<file path="config.mk">
export PLATFORM = sky130hd
export DESIGN_NAME = cond_logic_flat
export DESIGN_NICKNAME = d
export VERILOG_FILES = /design/src/rtl/cond_logic_pkg.sv /design/src/rtl/cond_logic_if.sv /design/src/rtl/cond_logic_cond_check.sv /design/src/rtl/cond_logic.sv /design/src/flat_wrapper.sv
export SDC_FILE = /design/constraint.sdc
export NUM_CORES = 1
export LEC_CHECK = 0
export ABC_AREA = 1
export CORE_AREA = 2 2 39 41
export DETAILED_ROUTE_END_ITERATION = 8
export DIE_AREA = 0 0 41 43
export PLACE_DENSITY_LB_ADDON = 0.1
export SKIP_LAST_GASP = 1
export SLEW_MARGIN = 15
export SYNTH_ARGS = -nofsm -noshare
export SYNTH_HDL_FRONTEND = slang
export SYNTH_SLANG_ARGS = --single-unit
</file>
<file path="constraint.sdc">
create_clock -name clk -period 1.49 [get_ports clk]
set_input_delay 0.149 -clock clk [delete_from_list [all_inputs] [get_ports clk]]
set_output_delay 0.149 -clock clk [all_outputs]
set_load 0.05 [all_outputs]
</file>
<file path="src/rtl/cond_logic_pkg.sv">
// Shared definitions for the conditional-execution block: condition codes
// and the bit positions of the N/Z/C/V flags within a 4-bit flag word.
package cond_logic_pkg;

    typedef enum logic [3:0] {
        EQ = 4'b0000,
        NE = 4'b0001,
        CS = 4'b0010,
        CC = 4'b0011,
        MI = 4'b0100,
        PL = 4'b0101,
        VS = 4'b0110,
        VC = 4'b0111,
        HI = 4'b1000,
        LS = 4'b1001,
        GE = 4'b1010,
        LT = 4'b1011,
        GT = 4'b1100,
        LE = 4'b1101,
        AL = 4'b1110,
        NV = 4'b1111
    } cond_e;

    localparam int N_IDX = 3;
    localparam int Z_IDX = 2;
    localparam int C_IDX = 1;
    localparam int V_IDX = 0;

endpackage

</file>
<file path="src/rtl/cond_logic_if.sv">
// Decoder-side request bundle and gated write enables of cond_logic.
interface cond_logic_if;
    logic       pcs;
    logic       reg_w;
    logic       mem_w;
    logic       no_write;
    logic [1:0] flag_w;
    logic [3:0] cond;
    logic [3:0] alu_flags;
    logic       pc_src;
    logic       reg_write;
    logic       mem_write;

    modport master (
        output pcs, reg_w, mem_w, no_write, flag_w, cond, alu_flags,
        input  pc_src, reg_write, mem_write
    );

    modport slave (
        input  pcs, reg_w, mem_w, no_write, flag_w, cond, alu_flags,
        output pc_src, reg_write, mem_write
    );
endinterface

</file>
<file path="src/rtl/cond_logic_cond_check.sv">
// Combinational evaluation of a 4-bit condition field against a flag word.
module cond_check
    import cond_logic_pkg::*;
(
    input  logic [3:0] cond,
    input  logic [3:0] flags,
    output logic       cond_ex
);

    logic n, z, c, v;

    assign n = flags[N_IDX];
    assign z = flags[Z_IDX];
    assign c = flags[C_IDX];
    assign v = flags[V_IDX];

    always_comb begin
        cond_ex = 1'b0;
        case (cond_e'(cond))
            EQ:      cond_ex = z;
            NE:      cond_ex = ~z;
            CS:      cond_ex = c;
            CC:      cond_ex = ~c;
            MI:      cond_ex = n;
            PL:      cond_ex = ~n;
            VS:      cond_ex = v;
            VC:      cond_ex = ~v;
            HI:      cond_ex = c & ~z;
            LS:      cond_ex = ~c | z;
            GE:      cond_ex = (n == v);
            LT:      cond_ex = (n != v);
            GT:      cond_ex = ~z & (n == v);
            LE:      cond_ex = z | (n != v);
            AL:      cond_ex = 1'b1;
            default: cond_ex = 1'b0;
        endcase
    end

endmodule

</file>
<file path="src/rtl/cond_logic.sv">
// Conditional-execution unit: registered N/Z/C/V flags, condition check,
// and gating of the decoder's PC, register and memory write requests.
module cond_logic
    import cond_logic_pkg::*;
(
    input  logic         clk,
    input  logic         reset,
    cond_logic_if.slave  bus
);

    logic [3:0] flags;
    logic       cond_ex;
    logic [1:0] flag_write;

    cond_check u_cond_check (
        .cond    (bus.cond),
        .flags   (flags),
        .cond_ex (cond_ex)
    );

    assign flag_write = bus.flag_w & {cond_ex, cond_ex};

    // The {N,Z} and {C,V} groups update independently; each holds when not written.
    always_ff @(posedge clk or negedge reset) begin
        if (!reset) begin
            flags <= 4'b0000;
        end else begin
            if (flag_write[1]) flags[N_IDX:Z_IDX] <= bus.alu_flags[N_IDX:Z_IDX];
            if (flag_write[0]) flags[C_IDX:V_IDX] <= bus.alu_flags[C_IDX:V_IDX];
        end
    end

    assign bus.pc_src    = bus.pcs & cond_ex;
    assign bus.reg_write = bus.reg_w & cond_ex & ~bus.no_write;
    assign bus.mem_write = bus.mem_w & cond_ex;

endmodule

</file>
<file path="src/flat_wrapper.sv">
// flat-port wrapper written by rule: the top's interface ports become plain ports
module cond_logic_flat import cond_logic_pkg::*;
  (clk, reset, bus_pcs, bus_reg_w, bus_mem_w, bus_no_write, bus_flag_w, bus_cond, bus_alu_flags, bus_pc_src, bus_reg_write, bus_mem_write);
  cond_logic_if bus_i ();
  input  logic clk;
  input  logic reset;
  input wire logic [$bits(bus_i.pcs)-1:0] bus_pcs;
  input wire logic [$bits(bus_i.reg_w)-1:0] bus_reg_w;
  input wire logic [$bits(bus_i.mem_w)-1:0] bus_mem_w;
  input wire logic [$bits(bus_i.no_write)-1:0] bus_no_write;
  input wire logic [$bits(bus_i.flag_w)-1:0] bus_flag_w;
  input wire logic [$bits(bus_i.cond)-1:0] bus_cond;
  input wire logic [$bits(bus_i.alu_flags)-1:0] bus_alu_flags;
  output wire logic [$bits(bus_i.pc_src)-1:0] bus_pc_src;
  output wire logic [$bits(bus_i.reg_write)-1:0] bus_reg_write;
  output wire logic [$bits(bus_i.mem_write)-1:0] bus_mem_write;
  assign bus_i.pcs = bus_pcs;
  assign bus_i.reg_w = bus_reg_w;
  assign bus_i.mem_w = bus_mem_w;
  assign bus_i.no_write = bus_no_write;
  assign bus_i.flag_w = bus_flag_w;
  assign bus_i.cond = bus_cond;
  assign bus_i.alu_flags = bus_alu_flags;
  assign bus_pc_src = bus_i.pc_src;
  assign bus_reg_write = bus_i.reg_write;
  assign bus_mem_write = bus_i.mem_write;
  cond_logic u_core (.clk(clk), .reset(reset), .bus(bus_i));
endmodule
</file>
==> results of run 1 <==
-- layout make-up --
type,count,area (µm²),share of cell area
Clock buffer,3,22.52,0.02853
Tap cell,16,20.02,0.02536
Multi-Input combinational cell,59,340.3,0.4311
Sequential cell,4,100.1,0.1268
Inverter,11,41.29,0.05230
Timing Repair Buffer,26,265.3,0.3360
-- worst paths after layout --
| path | start | depth (start not counted) | endpoint | slack, ns |
|---|---|---|---|---|
| setup reg to reg | u_core.flags[0] | 12 | u_core.flags[2] | 0.05 |
| setup / recovery | u_core.flags[0] | 11 | bus_reg_write | -0.18 |
| max in group asynchronous | reset | 1 | u_core.flags[1] | 1.21 |
| min in group clk | bus_alu_flags[3] | 3 | u_core.flags[3] | 0.47 |
| hold / removal | reset | 1 | u_core.flags[2] | 0.11 |
| hold reg to reg | u_core.flags[1] | 2 | u_core.flags[1] | 0.50 |
-- critical path: cells and delay by family, from the launching register on --
family        cells  cell delay (ns)
buf+inv           3             0.34
flops             1             0.39
simple gates      8             0.56
-- per-stage QoR --
stage | worst slack, ns | power, mW | instances | setup TNS (ns)
after floorplan | -0.2833 | 0.5407 | 74 | -0.5666
after global placement | -0.3458 | 0.7429 | 112 | -1.914
after detailed placement | -0.3126 | 0.7403 | 112 | -1.767
after CTS | -0.1871 | 0.9800 | 118 | -0.5062
after global routing | -0.3071 | 1.109 | 119 | -1.095
final | -0.1813 | 1.013 | 119 | -0.4713
-- repair_timing --
action | 4_1_cts | 5_1_grt
setup buffers | 3 | 2
setup endpoints to repair | 3 | 7
hold endpoints to repair | 0 | 0
resized for setup | 14 | 3
pin swaps | 2 | 4
-- synthesized netlist by cell type (all sizes together) --
cell type	number	area, µm²
a21boi	3	26.27
o21ai	2	13.76
dfrtp	4	100.1
nor3	2	10.01
nor2	10	52.55
inv	11	41.29
a21oi	1	5.000
nand2	31	133.9
nand3	10	50.05
-- power breakdown --
group,total [mW],switching [mW],internal [mW]
sequential,0.223,0.0597,0.164
combinational,0.655,0.346,0.309
clock,0.134,0.0438,0.0901
total,1.01,0.450,0.563
-- layer usage --
layer	GRT usage	routed length, µm	part of all wire	vias to the layer above
li1	-	-	-	288
met1	0.1993	457	0.41	227
met4	0.1000	0	0	0
met5	0	0	0	-
met3	0.01571	64	0.057	0
met2	0.2563	603	0.54	17
-- kinds of logic after synthesis --
family | synth area share
AND/OR/NAND/NOR | 0.5693
buffers and inverters | 0.09538
flip-flops | 0.2312
AO/OA/AOI/OAI | 0.1040
==> results_dict.tcl, run 1 <==
set metrics [dict create \
    numPortBuffers 18 \
    violations "negative setup slack" \
    skew_ns 0.001931 \
    worstHoldPathType "input pin to asynchronous set/reset pin" \
    die_w_um 41 \
    synth.cell_area_um2 432.9 \
    holdWs_ns 0.1136 \
    seq_area_frac_synth 0.2312 \
    path_clk_slew_ns 0.04 \
    final_cell_mix "24 x nand2_1, 11 x clkdlybuf4s50_1, 9 x inv_1, 9 x nand3_1, 8 x buf_4" \
    dpl_cell_area_um2 700.7 \
    critical_path_class "flip-flop to primary output" \
    clock_sinks 4 \
    final_core_utilization 0.5705 \
    cpMaxStageDelayCell "dfrtp_1" \
    power.density_nw_per_um2 1283 \
    cp_cell_sequence "inv_2 > buf_4 > nand2_1 > nand2_1 > nand2_1 > nand2_2 > nor2_4 > nand2_4 > nand2_4 > nor2_4 > buf_12" \
    worstSetupEndpointType "primary output" \
    timing.final.crit_share 1.122 \
    cts_buffers 3 \
    num_antenna_cells 0 \
    required_ns 1.34 \
    synthesis.nets 90 \
    h-tree-depth 1 \
    setup_viol 3 \
    final_common_cell "nand2_1" \
    grt_pass1_vias 480 \
    drt_pass1_iterations 4 \
    max-slew-margin-rel 0.8143 \
    cp_max_fo 4 \
    initial_utilization 0.3128 \
    clock.fmax_mhz 598.4 \
    grt_max_degree 8 \
    cts_root_buffer "clkbuf_4" \
    largest_reg_flops 4 \
    top_level_ports 19 \
    drc 0 \
    grt_remaining_overflow 0 \
    routed-via-count 532 \
    fin_ws_ns -0.1813 \
    synthCells 74 \
    avgViaCountPerCell 4.471 \
    cap_violations 0 \
    fin_nets 121 \
    cts_tree "built" \
    critPathMostFrequentCell "nand2_1" \
    ys_seq_elements 4 \
    dieArea_um2 1763 \
    grt_use_total 0.1625 \
    routedWlPerCell_um 9.445 \
    drive_gt1_frac 0.3398 \
    n_fill_cell 142 \
    worstSkewPairLatency_ns 0.23 \
    ant_nets 0 \
    gp_congestion 0.7270 \
    die_height_um 43 \
    final-hold-violation-count 0 \
    cellLeakagePower_nw 0.4006 \
    synth_cell_type_count 14 \
    wl_um 1124 \
    status "finished with violations" \
    start_kind "flip-flop" \
    max-vdd-ir-drop_uv 569.9 \
    area_growth_pct 82.37 \
    num_rows 14 \
    drtIter0Drc 4 \
    tightest_slew_ns 0.2785 \
    regMostFlops "u_core.flags" \
    avgSynthCellArea_um2 5.850 \
    slowest_delay_ns 0.39 \
    dp_hpwl_um 873 \
    rsz0062_at_grt "true" \
    arrival_ns 1.52 \
    clockBufferDepth 2 \
    antenna_found_initial 0 \
    grt_pass1_wl_um 1932 \
    cts_hold_buf 0 \
    drv_slew 0 \
    top_regs "u_core.flags (4)" \
    yosys_warnings 0 \
    fin_crit_ns 1.671 \
    core_area_um2 1384 \
    design_area_um2 789.5 \
]
(Power assumes the default switching activity.)
==> inputs of run 2 (changes only) <==
--- a/config.mk
+++ b/config.mk
@@ -6,6 +6,7 @@
 export NUM_CORES = 1
 export LEC_CHECK = 0
 export ABC_AREA = 1
+export CAP_MARGIN = 40
 export CORE_AREA = 2 2 39 41
 export DETAILED_ROUTE_END_ITERATION = 8
 export DIE_AREA = 0 0 41 43
==> results of run 2 <==
Same layout as run 1: the final DEF is identical, and so are final timing and power.
==> inputs of run 3 (changes only) <==
--- a/config.mk
+++ b/config.mk
@@ -7,9 +7,9 @@
 export LEC_CHECK = 0
 export ABC_AREA = 1
 export CAP_MARGIN = 40
-export CORE_AREA = 2 2 39 41
+export CORE_AREA = 4 4 41 43
 export DETAILED_ROUTE_END_ITERATION = 8
-export DIE_AREA = 0 0 41 43
+export DIE_AREA = 0 0 45 47
 export PLACE_DENSITY_LB_ADDON = 0.1
 export SKIP_LAST_GASP = 1
 export SLEW_MARGIN = 15
==> run 3 against run 2 <==
The flow still finishes with violations (negative setup slack). Combinational power fell by 4.7%. Routed wire length grew 0.27%. Power shrank 2.9%.
==> results_dict.tcl, run 3 (synthesis gave the netlist of run 1 again) <==
set metrics [dict create \
    top_level_ports 19 \
    routedWlPerCell_um 9.632 \
    final_cell_mix "23 x nand2_1, 11 x clkdlybuf4s50_1, 9 x inv_1, 7 x nand3_1, 7 x buf_4" \
    gp_congestion 0.8971 \
    max-slew-margin-rel 0.8461 \
    fin_ws_ns -0.1758 \
    final-hold-violation-count 0 \
    clock_sinks 4 \
    die_height_um 47 \
    numPortBuffers 18 \
    ant_nets 0 \
    clockBufferDepth 2 \
    grt_pass1_vias 535 \
    dieArea_um2 2115 \
    top_regs "u_core.flags (4)" \
    max-vdd-ir-drop_uv 740.0 \
    antenna_found_initial 0 \
    area_growth_pct 81.21 \
    worstHoldPathType "input pin to asynchronous set/reset pin" \
    dp_slack_ns -0.3526 \
    critical_path_class "flip-flop to primary output" \
    num_rows 13 \
    holdWs_ns 0.1253 \
    tightest_slew_ns 0.2290 \
    num_antenna_cells 0 \
    initial_utilization 0.3327 \
    drtIter0Drc 9 \
    cap_violations 0 \
    worstSkewPairLatency_ns 0.23 \
    violations "negative setup slack" \
    dpl_cell_area_um2 699.4 \
    regMostFlops "u_core.flags" \
    cellLeakagePower_nw 0.3927 \
    grt_remaining_overflow 0 \
    cts_buffers 3 \
    largest_reg_flops 4 \
    rsz0062_at_grt "true" \
    drt_pass1_iterations 4 \
    wl_um 1127 \
    timing.final.crit_share 1.118 \
    grt_pass1_wl_um 1994 \
    layout.cells.non_filler 117 \
    power.density_nw_per_um2 1253 \
    worstSetupEndpointType "primary output" \
    routed-via-count 543 \
    clock.fmax_mhz 600.3 \
    r2r_end "u_core.flags[0]" \
    grt.met1_usage 0.1339 \
    r2r_start "u_core.flags[0]" \
    die_w_um 45 \
    core_area_um2 1301 \
    cts_hold_buf 0 \
    final_core_utilization 0.6029 \
    path_clk_slew_ns 0.03 \
    avgViaCountPerCell 4.641 \
    fin_crit_ns 1.666 \
    final_common_cell "nand2_1" \
    report.power.total_mw 0.9832 \
    fin_nets 120 \
    grt_max_degree 8 \
    r2r_slack_ns 0.04 \
    skew_ns 0.0006316 \
    drc 0 \
    start_kind "flip-flop" \
    reg2reg_depth 11 \
    grt_use_total 0.1342 \
    drv_slew 0 \
    dp_hpwl_um 944 \
    fin_setup_tns_ns -0.4839 \
    grt.busiest_layer "met2" \
    grt.met2_usage 0.2429 \
    placed_cells 111 \
    setup_viol 3 \
    cts_tree "built" \
    cp_max_fo 4 \
    status "finished with violations" \
    cts_root_buffer "clkbuf_4" \
    h-tree-depth 1 \
    use_met3 0.03065 \
    required_ns 1.34 \
    design_area_um2 784.5 \
    drive_gt1_frac 0.3627 \
    arrival_ns 1.52 \
]
## run 3: cell types whose count changed in the layout (fill, tap and decap cells not counted)
cell     delta
dfrtp_1     -1
nand3_2     +2
nand3_1     -2
dfrtp_2     +1
nand2_4     -1
nor3_2      -1
nor3_1      +1
buf_4       -1
nand2_1     -1
nand2_2     +2
## run 3: area by class of cell
type / instances / area, µm²
fillers: 133 / 516.7
inverters: 11 / 41.29
repair buffers: 25 / 257.7
well taps: 15 / 18.77
flip-flops and latches: 4 / 101.3
multi-input cells: 59 / 342.8
clock buffers: 3 / 22.52
## run 3: per-layer routing
metal,vias up,part of all wire
met5,-,0
met1,240,0.41
met2,14,0.53
met4,0,0.0071
met3,2,0.049
li1,287,-
## run 3: what timing repair did
item | CTS | global route
pin swaps | 2 | 2
endpoints found under the hold margin | 0 | 0
setup buffers | 3 | 1
gates resized for setup | 14 | 5
setup endpoints to repair | 7 | 7
cloned | 0 | 0
## run 3: how the worst max path moves through the flow
| stage | slack [ns] | startpoint | end | depth (start not counted) |
|---|---|---|---|---|
| global placement | -0.34 | bus_cond[3] | bus_mem_write | 9 |
| floorplan | -0.28 | u_core.flags[0] | bus_mem_write | 7 |
| finish | -0.18 | u_core.flags[0] | bus_reg_write | 11 |
| CTS | -0.19 | u_core.flags[0] | bus_reg_write | 10 |
| detailed placement | -0.35 | bus_cond[2] | bus_pc_src | 8 |
| global route | -0.28 | u_core.flags[1] | bus_reg_write | 10 |
## run 3: worst max-delay path: stages, from the launching register on
cell and delay, ns:
dfrtp_2 0.42, inv_2 0.07, nand2_2 0.07, nand3_1 0.08, nand2_1 0.05, nand2_1 0.06, nand2_2 0.06, nor2_4 0.17
nand2_4 0.07, nand2_4 0.06, nor2_4 0.04, buf_12 0.14
## run 3: where the power goes
group	internal [mW]	switching [mW]
Clock	0.0896	0.0365
Combinational	0.290	0.334
Sequential	0.166	0.0666
